[config.mk]
export PLATFORM = sky130hd
export DESIGN_NAME = if_fetch_queue
export DESIGN_NICKNAME = d
export VERILOG_FILES = /design/src/rtl/if_fetch_queue.sv
export SDC_FILE = /design/constraint.sdc
export NUM_CORES = 1
export LEC_CHECK = 0
export ABC_AREA = 1
export BUFFER_PORTS_ARGS = -buffer_cell sky130_fd_sc_hd__clkbuf_2
export CORE_ASPECT_RATIO = 0.75
export CORE_UTILIZATION = 55
export CTS_BUF_LIST = sky130_fd_sc_hd__clkbuf_2
export DETAILED_ROUTE_END_ITERATION = 16
export PLACE_DENSITY = 0.79
export SETUP_SLACK_MARGIN = 0.2
export SYNTH_ARGS = -nofsm -noshare
export SYNTH_HDL_FRONTEND = slang
export SYNTH_SLANG_ARGS = --single-unit
[constraint.sdc]
create_clock -name clk -period 4.3 [get_ports clk]
set_clock_uncertainty 0.05 [all_clocks]
set_input_delay 0.86 -clock clk [delete_from_list [all_inputs] [get_ports clk]]
set_output_delay 0.86 -clock clk [all_outputs]
set_load 0.02 [all_outputs]
[src/rtl/if_fetch_queue.sv]
// Instruction-fetch stage: issues sequential fetches over a valid/ready port and
// buffers returned words with their PC in an in-order queue feeding decode.
module if_fetch_queue #(
  parameter int               XLEN     = 32,
  parameter logic [XLEN-1:0]  RESET_PC = '0,
  parameter int               INC      = 4,
  parameter int               DEPTH    = 4
) (
  input  logic            clk,
  input  logic            rst,
  input  logic            PC_SRC,
  input  logic [XLEN-1:0] PC_IN,
  output logic            IMEM_REQ_VALID,
  output logic [XLEN-1:0] IMEM_REQ_ADDR,
  input  logic            IMEM_REQ_READY,
  input  logic            IMEM_RSP_VALID,
  input  logic [31:0]     IMEM_RSP_DATA,
  output logic            INSTR_VALID,
  input  logic            INSTR_READY,
  output logic [31:0]     INSTR_OUT,
  output logic [XLEN-1:0] PC_OUT
);

  localparam int AW = $clog2(DEPTH);
  localparam int CW = AW + 1;
  localparam logic [XLEN-1:0] STEP = XLEN'(INC);

  logic [XLEN-1:0] fetch_pc;
  logic [XLEN-1:0] rsp_pc;
  logic [CW-1:0]   outstanding;
  logic [CW-1:0]   drop;
  logic [CW-1:0]   count;
  logic [AW-1:0]   head;
  logic [AW-1:0]   tail;
  logic [31:0]     instr_q [DEPTH];
  logic [XLEN-1:0] pc_q    [DEPTH];

  logic [CW:0] credits_used;
  logic        req_fire;
  logic        keep;
  logic        pop;

  // Queue entries plus requests in flight never exceed DEPTH, so a kept
  // response always has a free slot waiting for it.
  assign credits_used   = {1'b0, count} + {1'b0, outstanding};
  assign IMEM_REQ_VALID = rst & ~PC_SRC & (credits_used < (CW+1)'(DEPTH));
  assign IMEM_REQ_ADDR  = fetch_pc;
  assign req_fire       = IMEM_REQ_VALID & IMEM_REQ_READY;

  assign keep        = IMEM_RSP_VALID & ~PC_SRC & (drop == '0);
  assign INSTR_VALID = (count != '0) & ~PC_SRC;
  assign pop         = INSTR_VALID & INSTR_READY;
  assign INSTR_OUT   = instr_q[head];
  assign PC_OUT      = pc_q[head];

  always_ff @(posedge clk or negedge rst) begin
    if (!rst) begin
      fetch_pc    <= RESET_PC;
      rsp_pc      <= RESET_PC;
      outstanding <= '0;
      drop        <= '0;
      count       <= '0;
      head        <= '0;
      tail        <= '0;
    end else begin
      outstanding <= outstanding + CW'(req_fire) - CW'(IMEM_RSP_VALID);
      if (PC_SRC) begin
        // Everything still owed after this cycle belongs to the old path.
        fetch_pc <= PC_IN;
        rsp_pc   <= PC_IN;
        count    <= '0;
        head     <= '0;
        tail     <= '0;
        drop     <= outstanding - CW'(IMEM_RSP_VALID);
      end else begin
        if (req_fire)
          fetch_pc <= fetch_pc + STEP;
        if (IMEM_RSP_VALID && (drop != '0))
          drop <= drop - CW'(1);
        if (keep) begin
          rsp_pc <= rsp_pc + STEP;
          tail   <= tail + AW'(1);
        end
        if (pop)
          head <= head + AW'(1);
        count <= count + CW'(keep) - CW'(pop);
      end
    end
  end

  always_ff @(posedge clk) begin
    if (rst && keep) begin
      instr_q[tail] <= IMEM_RSP_DATA;
      pc_q[tail]    <= rsp_pc;
    end
  end

endmodule

Word level (Yosys, flattened, before mapping)
Memory sizes are Yosys's and may differ from the RTL's.
Cells that the tools add are included.
{ "word_totals": {"regBits": 77, "latchBits": 0, "ram_bits": 256, "rom_bits": 0, "inputBits": 70, "out_inout_bits": 98, "memories": 2} }
{ "op_classes": {"n_addsub": 11, "n_mul": 0, "n_div": 0, "magnitude_cmp": 1, "eq_ne": 0, "n_shift": 0, "n_mux": 13, "bitwise_logic": 8, "n_reduce_logical": 9} }
{ "memory_table": {"columns": ["memory", "words", "word_bits", "read_ports", "rd_clocked_by_memory_dff", "write_ports", "line_no", "source"], "rows": [
  ["instr_q", 4, 32, 1, 0, 1, "35", "logic [31:0] instr_q [DEPTH];"],
  ["pc_q", 4, 32, 1, 0, 1, "36", "logic [XLEN-1:0] pc_q [DEPTH];"]
]} }
{ "op_table": {"columns": ["operator", "n"], "rows": [
  ["two-way mux 32 bit", 4],
  ["adder 32 x 3 -> 32 bit, second input constant", 2],
  ["two-way mux 3 bit", 3],
  ["subtractor 3 x 1 -> 3 bit", 3],
  ["two-way mux 2 bit", 4],
  ["nonzero test 2 bit", 4],
  ["AND 1 bit", 7],
  ["adder 3 x 1 -> 3 bit", 2],
  ["nonzero test 3 bit", 2],
  ["adder 2 x 1 -> 2 bit, second input constant", 2],
  ["adder 3 x 3 -> 4 bit", 1],
  ["less-than comparator 4 x 3 -> 1 bit, second input constant", 1],
  ["zero test 3 bit", 1],
  ["subtractor 3 x 1 -> 3 bit, second input constant", 1],
  ["logical AND 1 bit", 2],
  ["two-way mux 1 bit", 2],
  ["NOT 1 bit", 1]
]} }

Logic depth before layout (Yosys ltp)
Gate-level depths: netlist of the first run.
{ "depth": {"word_depth": 6, "mapped_depth": 12} }

Worst setup path before layout of the first run
No wires, ideal clock.
{ "synth_timing": {"kind": "input to register", "start": "input IMEM_RSP_VALID", "end": "memory instr_q[0][0], enable pin", "setup_time_ps": 486, "t_arrival_ps": 4024, "path_slack_ps": -260, "cell_stages": 6, "path_cell_list": "inv_1 -> nor2_4 -> nand2_1 -> inv_1 -> nand2_1 -> nor2_1"} }
{ "synth_between": {"elab_chain_cells": 5} }
{ "synth_rtl": {"columns": ["element", "line_no", "source"], "rows": [
  ["start: declaration", "16", "input logic IMEM_RSP_VALID,"],
  ["AND 1 bit (2 in series)", "50", "assign keep = IMEM_RSP_VALID & ~PC_SRC & (drop == '0);"],
  ["logical AND 1 bit", "92", "if (rst && keep) begin"],
  ["two-way mux 1 bit", "92", null],
  ["two-way mux 1 bit (implied by the code)", "93", "instr_q[tail] <= IMEM_RSP_DATA;"],
  ["end: declaration", "35", null]
]} }
Every way passes these cells.

Final worst setup path of the first run
{ "layout_timing": {"start": "register head[0]", "end": "output PC_OUT[20]"} }
{ "layout_between": {"elab_chain_cells": 1} }
{ "layout_rtl": {"columns": ["element", "line_no", "source"], "rows": [
  ["start: declaration", "33", "logic [AW-1:0] head;"],
  ["start signal: assignment", "85", "head <= head + AW'(1);"],
  ["memory read (4 x 32 bit)", null, null],
  ["end: declaration", "21", "output logic [XLEN-1:0] PC_OUT"]
]} }
Every way passes these cells.

==> results.yml, run 1 <==
yosys:
  synth.lib_cells_used.distinct: 36
  synthesis_warning_total: 0
  count_of_mapped_cells_out_of_synthesis: 1394
  syn-cell-area_um2: 14650
  syn_area_per_cell_um2: 10.51
  number_of_synthesized_flops_with_an_enable_pin: 256
  postSynthRegisterBits: 333
  synth.yosys.seq_area_share: 0.6564
  ys_async_sr_fraction: 0.2312
  synth_ff_type: "edfxtp_1"
  syn-num-nets: 1482
power_and_ir_drop:
  power_report.internal_total_mw: 5.173
  power.combinational.fraction: 0.255
  cellPowerDensity_nw_per_um2: 489.6
  overall_power_mw: 8.128
  share_seq_of_total_power: 0.487
  power.clock.fraction: 0.258
  net-switching-power_mw: 2.955
  power_switching_share: 0.3636
  vdd.ir_drop.worst_mv: 0.2558
  static-leakage-power_nw: 6.690
placed_design:
  number_of_buffers_added_on_ports: 167
  gp_routability_congestion: 0.9654
  placement.cell_area_um2: 15850
  dpl.hpwl_um: 22000
  preCtsSetupSlack_ns: 1.030
timing:
  timing_worst_slew_pin_value_ns: 0.7589
  rsz0062_at_grt: "no"
  final-max-slew-violation-count: 0
  timing.max_slew.rel_slack: 0.4941
  setup_tns_ns: 0
  timing_hold_violations_final: 0
  fin_crit_ns: 3.586
  layout_worst_path_cycle_share: 0.8340
  final-setup-viol-count: 0
  setup_slack_ns: 0.7138
  clock.fmax_ghz: 0.2788
  fin_hold_ws_ns: 0.1070
cts:
  cts.repair_timing.setup_buffer_count: 0
  clkSlewWorstSetupHoldPaths_ns: 0.12
  clock_tree.htree_level_count: 3
  cts_root_buffer: "clkbuf_2"
  cts-resized-gates: 0
  ctsLongestPathBuffers: 3
  clock_sink_count: 333
  tritoncts: "yes"
  numCtsBuffers: 77
  insertion_delay_ns: 0.90
layout:
  filler_cell_count: 2071
  final_layout_size_suffix_gt1_frac: 0.2052
  design.final.nets: 1683
  final_area_um2: 16600
  final-seq-area_um2: 9619
  syn_to_final_growth_pct: 13.33
  combined_area_of_the_multi_input_logic_cells_um2: 4449
global_routing:
  number_of_global_route_vias_before_repair: 10500
  overflow: 0
  pin_count_of_the_biggest_net_entering_global_routing: 120
  grt_first_pass_wirelength_um: 53830
  antenna_found_initial: 1
  grt.total_usage: 0.2562
drt:
  dr_total_vias: 11070
  post_route_drc: 0
  drt-total-wl_um: 34500
  detail-route-antenna-nets: 0
  drt_via_density: 5.545
  drt_iter0_markers: 923
  wl_per_cell_um: 17.27
  drt-pass1-iter-count: 5
setup_path:
  critical-path-top-delay-family: "buffers and inverters"
  cp_slowest_cell: "dfrtp_4"
  worstSetupPathType: "flop to output pin"
  longest_individual_stage_delay_on_the_worst_path_ns: 0.51
  critical_path.max_fanout: 119
  setup.worst_path.end_class: "output pin"
  crit_path_cell_trace: "clkinv_2, buf_12, o21ai_0, o22ai_1, clkbuf_2"
  worst-endpoint-required_ns: 3.39
  worstPathBufferInverterCount: 3
  cp-start-kind: "flop"
  worst-endpoint-arrival_ns: 2.68
die:
  floorplan.io_pins: 168
  die_area_um2: 27300
  rows: 51
  width_of_the_die_um: 190.4
  floorplan_core_area_um2: 26040
  initial_utilization: 0.5626
  chip_height_um: 143.3
outcome:
  run_status: "completed"
worst_hold_path:
  hp-class: "input pin to flop"
run:
  drv.max_cap_violation_count: 0
## cells in the mapped netlist, types with 4 or more instances
cell      count  area share
xnor2_1      10      0.0060
nand2_1     275       0.070
edfxtp_1    256        0.52
o22ai_1      65       0.028
inv_2         4      0.0010
o21ai_1       4      0.0014
xor2_1       20       0.012
buf_2        20      0.0068
nor2_2       12      0.0051
nand4_1       9      0.0038
nand3_1      59       0.020
clkbuf_1     32      0.0082
inv_1        85       0.022
o211ai_1     14      0.0072
o21ai_0     158       0.054
dfrtp_1      77        0.13
nor2_1      227       0.058
ha_1         16       0.014
a21oi_1      16      0.0055
## through the flow
stage                       util  std cells
after global routing      0.6376       1997
after global placement    0.6089       1859
final                     0.6376       1997
after CTS                 0.6375       1996
after floorplan                -       1394
after detailed placement  0.6089       1859
## layout make-up
type	instances	area share
timing repair buffer	182	0.06196
clock buffer	116	0.03497
sequential	333	0.5795
clock inverter	20	0.009271
inverter	89	0.02020
multi-input combinational	912	0.2680
antenna	1	0.0001507
tap	344	0.02593
## kinds of logic (layout without fill, tap and decap cells)
logic type / count (synthesis) / after routing / synth area share
simple gates: 599 / 599 / 0.1677
flops: 333 / 333 / 0.6564
fa+ha+maj: 18 / 18 / 0.01640
xor+xnor: 30 / 30 / 0.01794
other cells: 0 / 1 / 0
compound gates: 265 / 265 / 0.09968
buf+inv: 149 / 407 / 0.04194
## worst paths after layout
path	start	to	slack (ns)	cells after the start
hold / removal	IMEM_RSP_DATA[0]	instr_q[1][0]	0.11	1
max in group asynchronous	rst	rsp_pc[24]	2.72	3
setup reg to reg	drop[0]	pc_q[0][13]	1.48	9
setup / recovery	head[0]	PC_OUT[20]	0.71	5
hold reg to reg	IMEM_REQ_ADDR[0]	IMEM_REQ_ADDR[0]	0.45	2
min in group asynchronous	rst	rsp_pc[6]	0.32	2
## worst reg2reg max path, cell delays in order (launching register included)
cell and delay, ns:
dfrtp_1 0.36, inv_1 0.12, ha_1 0.16, nand2_1 0.11
nor2_4 0.33, nand2_1 0.16, inv_1 0.12, nand2_1 0.24
nor2_4 0.51, buf_12 0.29
## power by group through the flow
stage / Clock, mW / Sequential [mW] / Combinational, mW
2_1_floorplan: 0 / 3.99 / 1.37
3_5_place_dp: 0 / 4.02 / 2.07
4_1_cts: 2.14 / 3.95 / 2.07
3_3_place_gp: 0 / 4.01 / 2.02
6_report: 2.10 / 3.96 / 2.07
5_1_grt: 2.30 / 3.99 / 2.29
## flip-flops by register name (all words and copies together), names as in the netlist
register       cells
outstanding        3
head               2
drop               3
count              3
rsp_pc            32
instr_q          128
tail               2
IMEM_REQ_ADDR     32
pc_q             128
## cell usage in the layout (no fill, tap or decap), drive strengths merged
master       Yosys  layout
a21oi           16      16
a22oi            3       3
a31oi            2       2
buf             28      15
bufinv           0       2
clkbuf          32     282
clkinv           0      14
clkinvlp         0       1
dfrtp           77      77
diode            0       1
dlygate4sd3      0       1
edfxtp         256     256
fa               2       2
ha              16      16
inv             89      92
nand2          279     279
nand3           60      60
nand3b           1       1
nand4            9       9
nor2           242     242
nor3             6       6
o211ai          14      14
o21ai          162     162
o21bai           3       3
o22ai           65      65
or2              2       2
xnor2           10      10
xor2            20      20
## repair_timing
action	4_1_cts	5_1_grt
endpoints found under the hold margin	19	0
hold buffers	1	0
setup endpoints to repair	0	0
## per-layer routing
metal,track usage,vias up,share of wire
li1,-,5249,-
met1,0.3634,5229,0.44
met2,0.3922,532,0.45
met3,0.05617,64,0.095
met4,0.09053,0,0.022
met5,0,-,0
No activity file was read; power rests on OpenSTA's default activity.
==> run 2: changes to the inputs <==
- ABC_AREA: 1 -> 0
- CORE_UTILIZATION: 55 -> 54
- PLACE_DENSITY: 0.79 -> 0.78
- clock period: 4.3 -> 3 ns (I/O delays scaled with it)
==> run 2 against run 1 <==
The run now ends with setup timing left. Utilization is 4.2 points higher. Non-clock buffer count is 81 higher. Clock power is 37% higher. Sequential share of layout area is 1.1 points lower. First-iteration DRC count is 35% lower. Via count is 24% lower. Combinational power is 26% higher. Global-route usage is 2.0 points lower. Final area is 1.9% higher. Critical endpoint is now PC_OUT[23].
==> results.yml, run 2 <==
yosys:
  synth_top_area_share: 0.5615
  synthTopCellsByCount: "256 x edfxtp_1, 77 x dfrtp_1, 64 x mux4_2, 44 x nand2_1, 31 x nand3_1"
  number_of_synthesized_flops_with_an_enable_pin: 256
  post-synth-top-area-cell: "edfxtp_1"
  syn-cell-area_um2: 13690
  ys_async_sr_fraction: 0.2312
  synth.yosys.seq_area_share: 0.7022
  synth.lib_cells_used.distinct: 50
  synthesis_warning_total: 0
  synth_ff_type: "edfxtp_1"
  yosys.cell_count.top_type: "edfxtp_1"
  count_of_mapped_cells_out_of_synthesis: 798
  postSynthRegisterBits: 333
  syn_area_per_cell_um2: 17.16
  synth.top_cells.by_area: "edfxtp_1 56%, dfrtp_1 14%, mux4_2 11%"
  syn-num-nets: 886
cts:
  tritoncts: "yes"
  numCtsBuffers: 77
  clkSlewWorstSetupHoldPaths_ns: 0.12
  insertion_delay_ns: 0.87
  clock_sink_count: 333
  ctsLongestPathBuffers: 3
  clock_tree.htree_level_count: 3
  cts_root_buffer: "clkbuf_2"
run:
  drv.max_cap_violation_count: 0
power_and_ir_drop:
  power_switching_share: 0.2986
  power.clock.fraction: 0.262
  cellPowerDensity_nw_per_um2: 647.8
  vdd.ir_drop.worst_mv: 0.3292
  share_seq_of_total_power: 0.501
  power_report.internal_total_mw: 7.685
  static-leakage-power_nw: 6.345
  net-switching-power_mw: 3.272
  overall_power_mw: 10.96
  power.combinational.fraction: 0.237
global_routing:
  overflow: 0
  pin_count_of_the_biggest_net_entering_global_routing: 56
  number_of_global_route_vias_before_repair: 8429
  antenna_found_initial: 1
  grt.met2_usage: 0.3543
  globalRouteMet3Util: 0.05642
  gr-usage-met1: 0.3471
  grt_first_pass_wirelength_um: 45750
  grt.total_usage: 0.2365
  gr-max-usage-layer: "met2"
setup_path:
  crit_path_cell_trace: "buf_12, buf_16, mux4_2, buf_6"
  worst-endpoint-required_ns: 2.35
  critical_path.max_fanout: 7
  worst-endpoint-arrival_ns: 2.40
  worstSetupStartpoint: "head[0]"
  cp-start-kind: "flop"
  longest_individual_stage_delay_on_the_worst_path_ns: 0.56
  worstSetupPathType: "flop to output pin"
  reg_to_reg_critical_path_startpoint: "drop[1]"
  setup.worst_path.end_class: "output pin"
  r2r_depth: 9
  cp_slowest_cell: "dfrtp_4"
layout:
  most-common-layout-cells: "256 x edfxtp_1, 217 x clkbuf_2, 75 x dfrtp_1, 64 x mux4_2, 60 x dlygate4sd3_1"
  top_flop_regs: "instr_q: 128 flops, pc_q: 128 flops"
  layout_commonest_cell: "edfxtp_1"
  final_area_um2: 16910
  combined_area_of_the_multi_input_logic_cells_um2: 3826
  final-seq-area_um2: 9622
  final_layout_size_suffix_gt1_frac: 0.3578
  syn_to_final_growth_pct: 23.53
  post_layout_nonfiller_instances: 1499
  design.final.nets: 1196
  filler_cell_count: 1725
  share_of_the_core_filled_with_cells: 0.6793
timing:
  timing_hold_violations_final: 0
  timing_worst_slew_pin_value_ns: 0.7224
  timing.max_slew.rel_slack: 0.5184
  setup_slack_ns: -0.04601
  final-max-slew-violation-count: 0
  clock.fmax_ghz: 0.3283
  layout_worst_path_cycle_share: 1.015
  fin_crit_ns: 3.046
  final-setup-viol-count: 20
  rsz0062_at_grt: "yes"
die:
  chip_height_um: 139.9
  floorplan.io_pins: 168
  die_area_um2: 26000
  width_of_the_die_um: 185.9
  initial_utilization: 0.5499
  rows: 50
  floorplan_core_area_um2: 24900
placed_design:
  placement.cell_area_um2: 15100
  placedCellCount: 1296
  number_of_buffers_added_on_ports: 167
  gp_routability_congestion: 0.8607
  dpl.hpwl_um: 18950
outcome:
  violations_in_the_final_reports: "setup timing"
  run_status: "finished, violations left"
drt:
  wl_per_cell_um: 20.65
  detail-route-antenna-nets: 0
  drt-pass1-iter-count: 5
  drt-total-wl_um: 30960
  drt_via_density: 5.616
  drt_iter0_markers: 601
  post_route_drc: 0
  dr_total_vias: 8419
worst_hold_path:
  min_delay_path_depth: 3
  worst_hold_startpoint: "PC_IN[8]"
  hp-class: "input pin to flop"
## run 2: changes by cell type in the layout (fill, tap and decap cells not counted), sizes merged, moves of 12 or more
cell / delta
mux4: +64
nor2: -219
xnor2: +14
nand2: -235
nand4: +19
clkbuf: -62
a21boi: +12
o21ai: -134
and3: +12
dlygate4sd3: +59
buf: +78
nand3: -28
o22ai: -65
inv: -61
## run 2: cells by family (layout without fill, tap and decap cells)
| group | Yosys count | count (layout) | synth area share |
|---|---|---|---|
| other cells | 0 | 1 | 0 |
| buf+inv | 62 | 424 | 0.01892 |
| fa+ha+maj | 18 | 18 | 0.01755 |
| mux | 84 | 84 | 0.1209 |
| simple gates | 186 | 186 | 0.07950 |
| flops | 333 | 333 | 0.7022 |
| xor+xnor | 50 | 50 | 0.03198 |
| compound gates | 65 | 65 | 0.02897 |
## run 2: final timing paths
kind | to | slack (ns)
hold reg to reg | IMEM_REQ_ADDR[1] | 0.50
max in group asynchronous | IMEM_REQ_ADDR[5] | 1.60
hold / removal | rsp_pc[8] | 0.09
setup reg to reg | count[2] | 0.68
min in group asynchronous | tail[0] | 0.46
setup / recovery | PC_OUT[23] | -0.05
## run 2: through the flow
| stage | hold slack [ns] | setup TNS (ns) | worst slack (ns) |
|---|---|---|---|
| CTS | 0.03305 | -4.590 | -0.1188 |
| global route | 0.02521 | -5.920 | -0.1370 |
| floorplan | 0.2544 | 0 | 0.3371 |
| detailed placement | 0.4699 | 0 | 0.5884 |
| global placement | 0.4642 | 0 | 0.6367 |
| finish | 0.08962 | -0.3178 | -0.04601 |
## run 2: area by class of cell
class / instances / area share
inverter: 30 / 0.006658
clock inverter: 21 / 0.008433
antenna: 1 / 0.0001480
sequential: 333 / 0.5689
clock buffer: 110 / 0.03255
tap: 338 / 0.02500
multi-input combinational: 403 / 0.2262
timing repair buffer: 263 / 0.1321
## run 2: power by group through the flow
stage,clock network (mW),logic [mW],registers (mW)
6_report,2.87,2.60,5.49
5_1_grt,3.16,2.79,5.51
4_1_cts,2.92,2.24,5.48
3_5_place_dp,0,2.09,5.57
3_3_place_gp,0,2.06,5.56
2_1_floorplan,0,1.42,5.53
## run 2: metal layers
| layer | share of wire | routed length (µm) |
|---|---|---|
| met2 | 0.47 | 14610 |
| met1 | 0.43 | 13260 |
| met4 | 0.017 | 524 |
| met3 | 0.083 | 2559 |
| met5 | 0 | 0 |
## run 2: worst max-delay path: cells and delay by family, from the launching register on
family,cells,cell delay (ns)
mux,1,0.49
flops,1,0.56
buf+inv,3,0.47
## run 2: repair_timing
item | CTS | global route
buffers inserted | 1 | 6
endpoints found under the hold margin | 230 | 0
hold buffers | 60 | 0
resized for setup | 9 | 152
cloned | 1 | 3
endpoints found under the setup margin | 64 | 65
==> run 3: changes to the inputs <==
- CORE_UTILIZATION: 54 -> 40
- PLACE_DENSITY: 0.78 -> default
==> run 3 against run 2 <==
The run still ends with setup timing left. Utilization decreased by 16 points. Cell count is 9.2% higher. Clock power rose by 6%. Wire length up 4.4%. Critical endpoint is now INSTR_OUT[8].
==> results.yml, run 3 (same netlist as run 2, synthesis figures left out) <==
outcome:
  run_status: "finished, violations left"
  violations_in_the_final_reports: "setup timing"
layout:
  syn_to_final_growth_pct: 26.99
  layout_commonest_cell: "edfxtp_1"
  final_area_um2: 17390
  final_layout_size_suffix_gt1_frac: 0.3722
  design.final.nets: 1208
  post_layout_nonfiller_instances: 1637
  top_flop_regs: "instr_q: 128 flops, pc_q: 128 flops"
  most-common-layout-cells: "256 x edfxtp_1, 237 x clkbuf_2, 74 x dfrtp_1, 67 x dlygate4sd3_1, 64 x mux4_2"
die:
  floorplan_core_area_um2: 33600
  initial_utilization: 0.4075
  floorplan.io_pins: 168
  rows: 58
  width_of_the_die_um: 215.6
  die_area_um2: 34980
  chip_height_um: 162.2
setup_path:
  worstPathBufferInverterCount: 4
  cp_slowest_cell: "dfrtp_4"
  critical_path.max_fanout: 5
  worstSetupPathType: "flop to output pin"
  worst-endpoint-arrival_ns: 2.46
  timing.critical_path.mode_cell: "buf_12"
  crit_path_cell_trace: "buf_12, buf_12, clkbuf_16, mux4_2, buf_6"
  setup.worst_path.end_class: "output pin"
  critical-path-top-delay-family: "buffers and inverters"
  worst-endpoint-required_ns: 2.35
  cp-start-kind: "flop"
  longest_individual_stage_delay_on_the_worst_path_ns: 0.55
placed_design:
  dpl.hpwl_um: 19180
  placement.cell_area_um2: 15180
  preCtsSetupSlack_ns: 0.5218
  gp_routability_congestion: 0.7719
  placedCellCount: 1399
  number_of_buffers_added_on_ports: 167
cts:
  ctsLongestPathBuffers: 3
  tritoncts: "yes"
  clock_sink_count: 333
  insertion_delay_ns: 0.96
  cts_root_buffer: "clkbuf_2"
  clock_tree.htree_level_count: 3
  numCtsBuffers: 83
  clkSlewWorstSetupHoldPaths_ns: 0.11
drt:
  detail-route-antenna-nets: 0
  dr_total_vias: 8309
  drt-pass1-iter-count: 6
  drt-total-wl_um: 32310
  post_route_drc: 0
  wl_per_cell_um: 19.73
  drt_iter0_markers: 604
  drt_via_density: 5.076
power_and_ir_drop:
  overall_power_mw: 11.39
  vdd.ir_drop.worst_mv: 0.2773
  static-leakage-power_nw: 6.486
  cellPowerDensity_nw_per_um2: 655.0
timing:
  timing_worst_slew_pin_value_ns: 0.8186
  fin_crit_ns: 3.115
  final-setup-viol-count: 51
  final-max-slew-violation-count: 0
  setup_slack_ns: -0.1146
  timing.max_slew.rel_slack: 0.4522
  timing_hold_violations_final: 0
  rsz0062_at_grt: "yes"
  layout_worst_path_cycle_share: 1.038
  clock.fmax_ghz: 0.3211
global_routing:
  antenna_found_initial: 1
  number_of_global_route_vias_before_repair: 8435
  grt.total_usage: 0.1850
  grt_first_pass_wirelength_um: 48850
  overflow: 0
  pin_count_of_the_biggest_net_entering_global_routing: 65
worst_hold_path:
  hp-class: "input pin to flop"
run:
  drv.max_cap_violation_count: 0
## run 3: final cells by class
type | count | area (µm²)
antenna | 2 | 5.005
fill | 2814 | 16210
multi-input combinational | 403 | 3856
timing repair buffer | 269 | 2464
clock buffer | 129 | 645.6
sequential | 333 | 9620
inverter | 30 | 112.6
tap | 450 | 563.0
clock inverter | 21 | 120.1
## run 3: layer usage
layer	wire length, µm	track usage	vias to the layer above	part of all wire
met5	0	0	-	0
met4	521	0.05642	0	0.016
met3	1932	0.04775	48	0.060
met2	14170	0.2571	269	0.44
met1	15680	0.2825	4176	0.49
li1	-	-	3816	-
## run 3: through the flow
stage,utilization,hold WS [ns],TNS [ns]
2_1_floorplan,-,0.2544,0
3_3_place_gp,0.4517,0.4575,0
3_5_place_dp,0.4517,0.4671,0
4_1_cts,0.5055,0.04831,-11.66
5_1_grt,0.5175,0.08081,-13.03
6_report,0.5175,0.1595,-3.247
## run 3: final timing paths
path | start | to | slack [ns] | depth (start not counted)
worst min register to register | rsp_pc[0] | pc_q[3][0] | 0.41 | 0
max in group asynchronous | rst | IMEM_REQ_ADDR[28] | 1.64 | 4
worst max register to register | count[1] | IMEM_REQ_ADDR[29] | 0.63 | 7
worst min-delay path | INSTR_READY | head[0] | 0.16 | 4
min in group asynchronous | rst | IMEM_REQ_ADDR[23] | 0.24 | 3
worst max-delay path | head[0] | INSTR_OUT[8] | -0.11 | 5
## run 3: tightest hold or removal path, stage by stage
cell and delay (ns):
clkbuf_2 0.08, nor3b_1 0.14, buf_4 0.14, mux2i_1 0.11
## run 3: repair_timing
action | 4_1_cts | 5_1_grt
buffers inserted | 8 | 1
hold buffers | 67 | 0
endpoints found under the hold margin | 233 | 0
gates cloned | 5 | 5
pin swaps | 0 | 3
endpoints found under the setup margin | 65 | 66
resized for setup | 33 | 133
## run 3: power breakdown
part	switching, mW	internal (mW)	leakage [nW]
combinational	1.36	1.51	2.67
clock	1.82	1.23	0.591
sequential	0.268	5.20	3.22
total	3.45	7.94	6.49
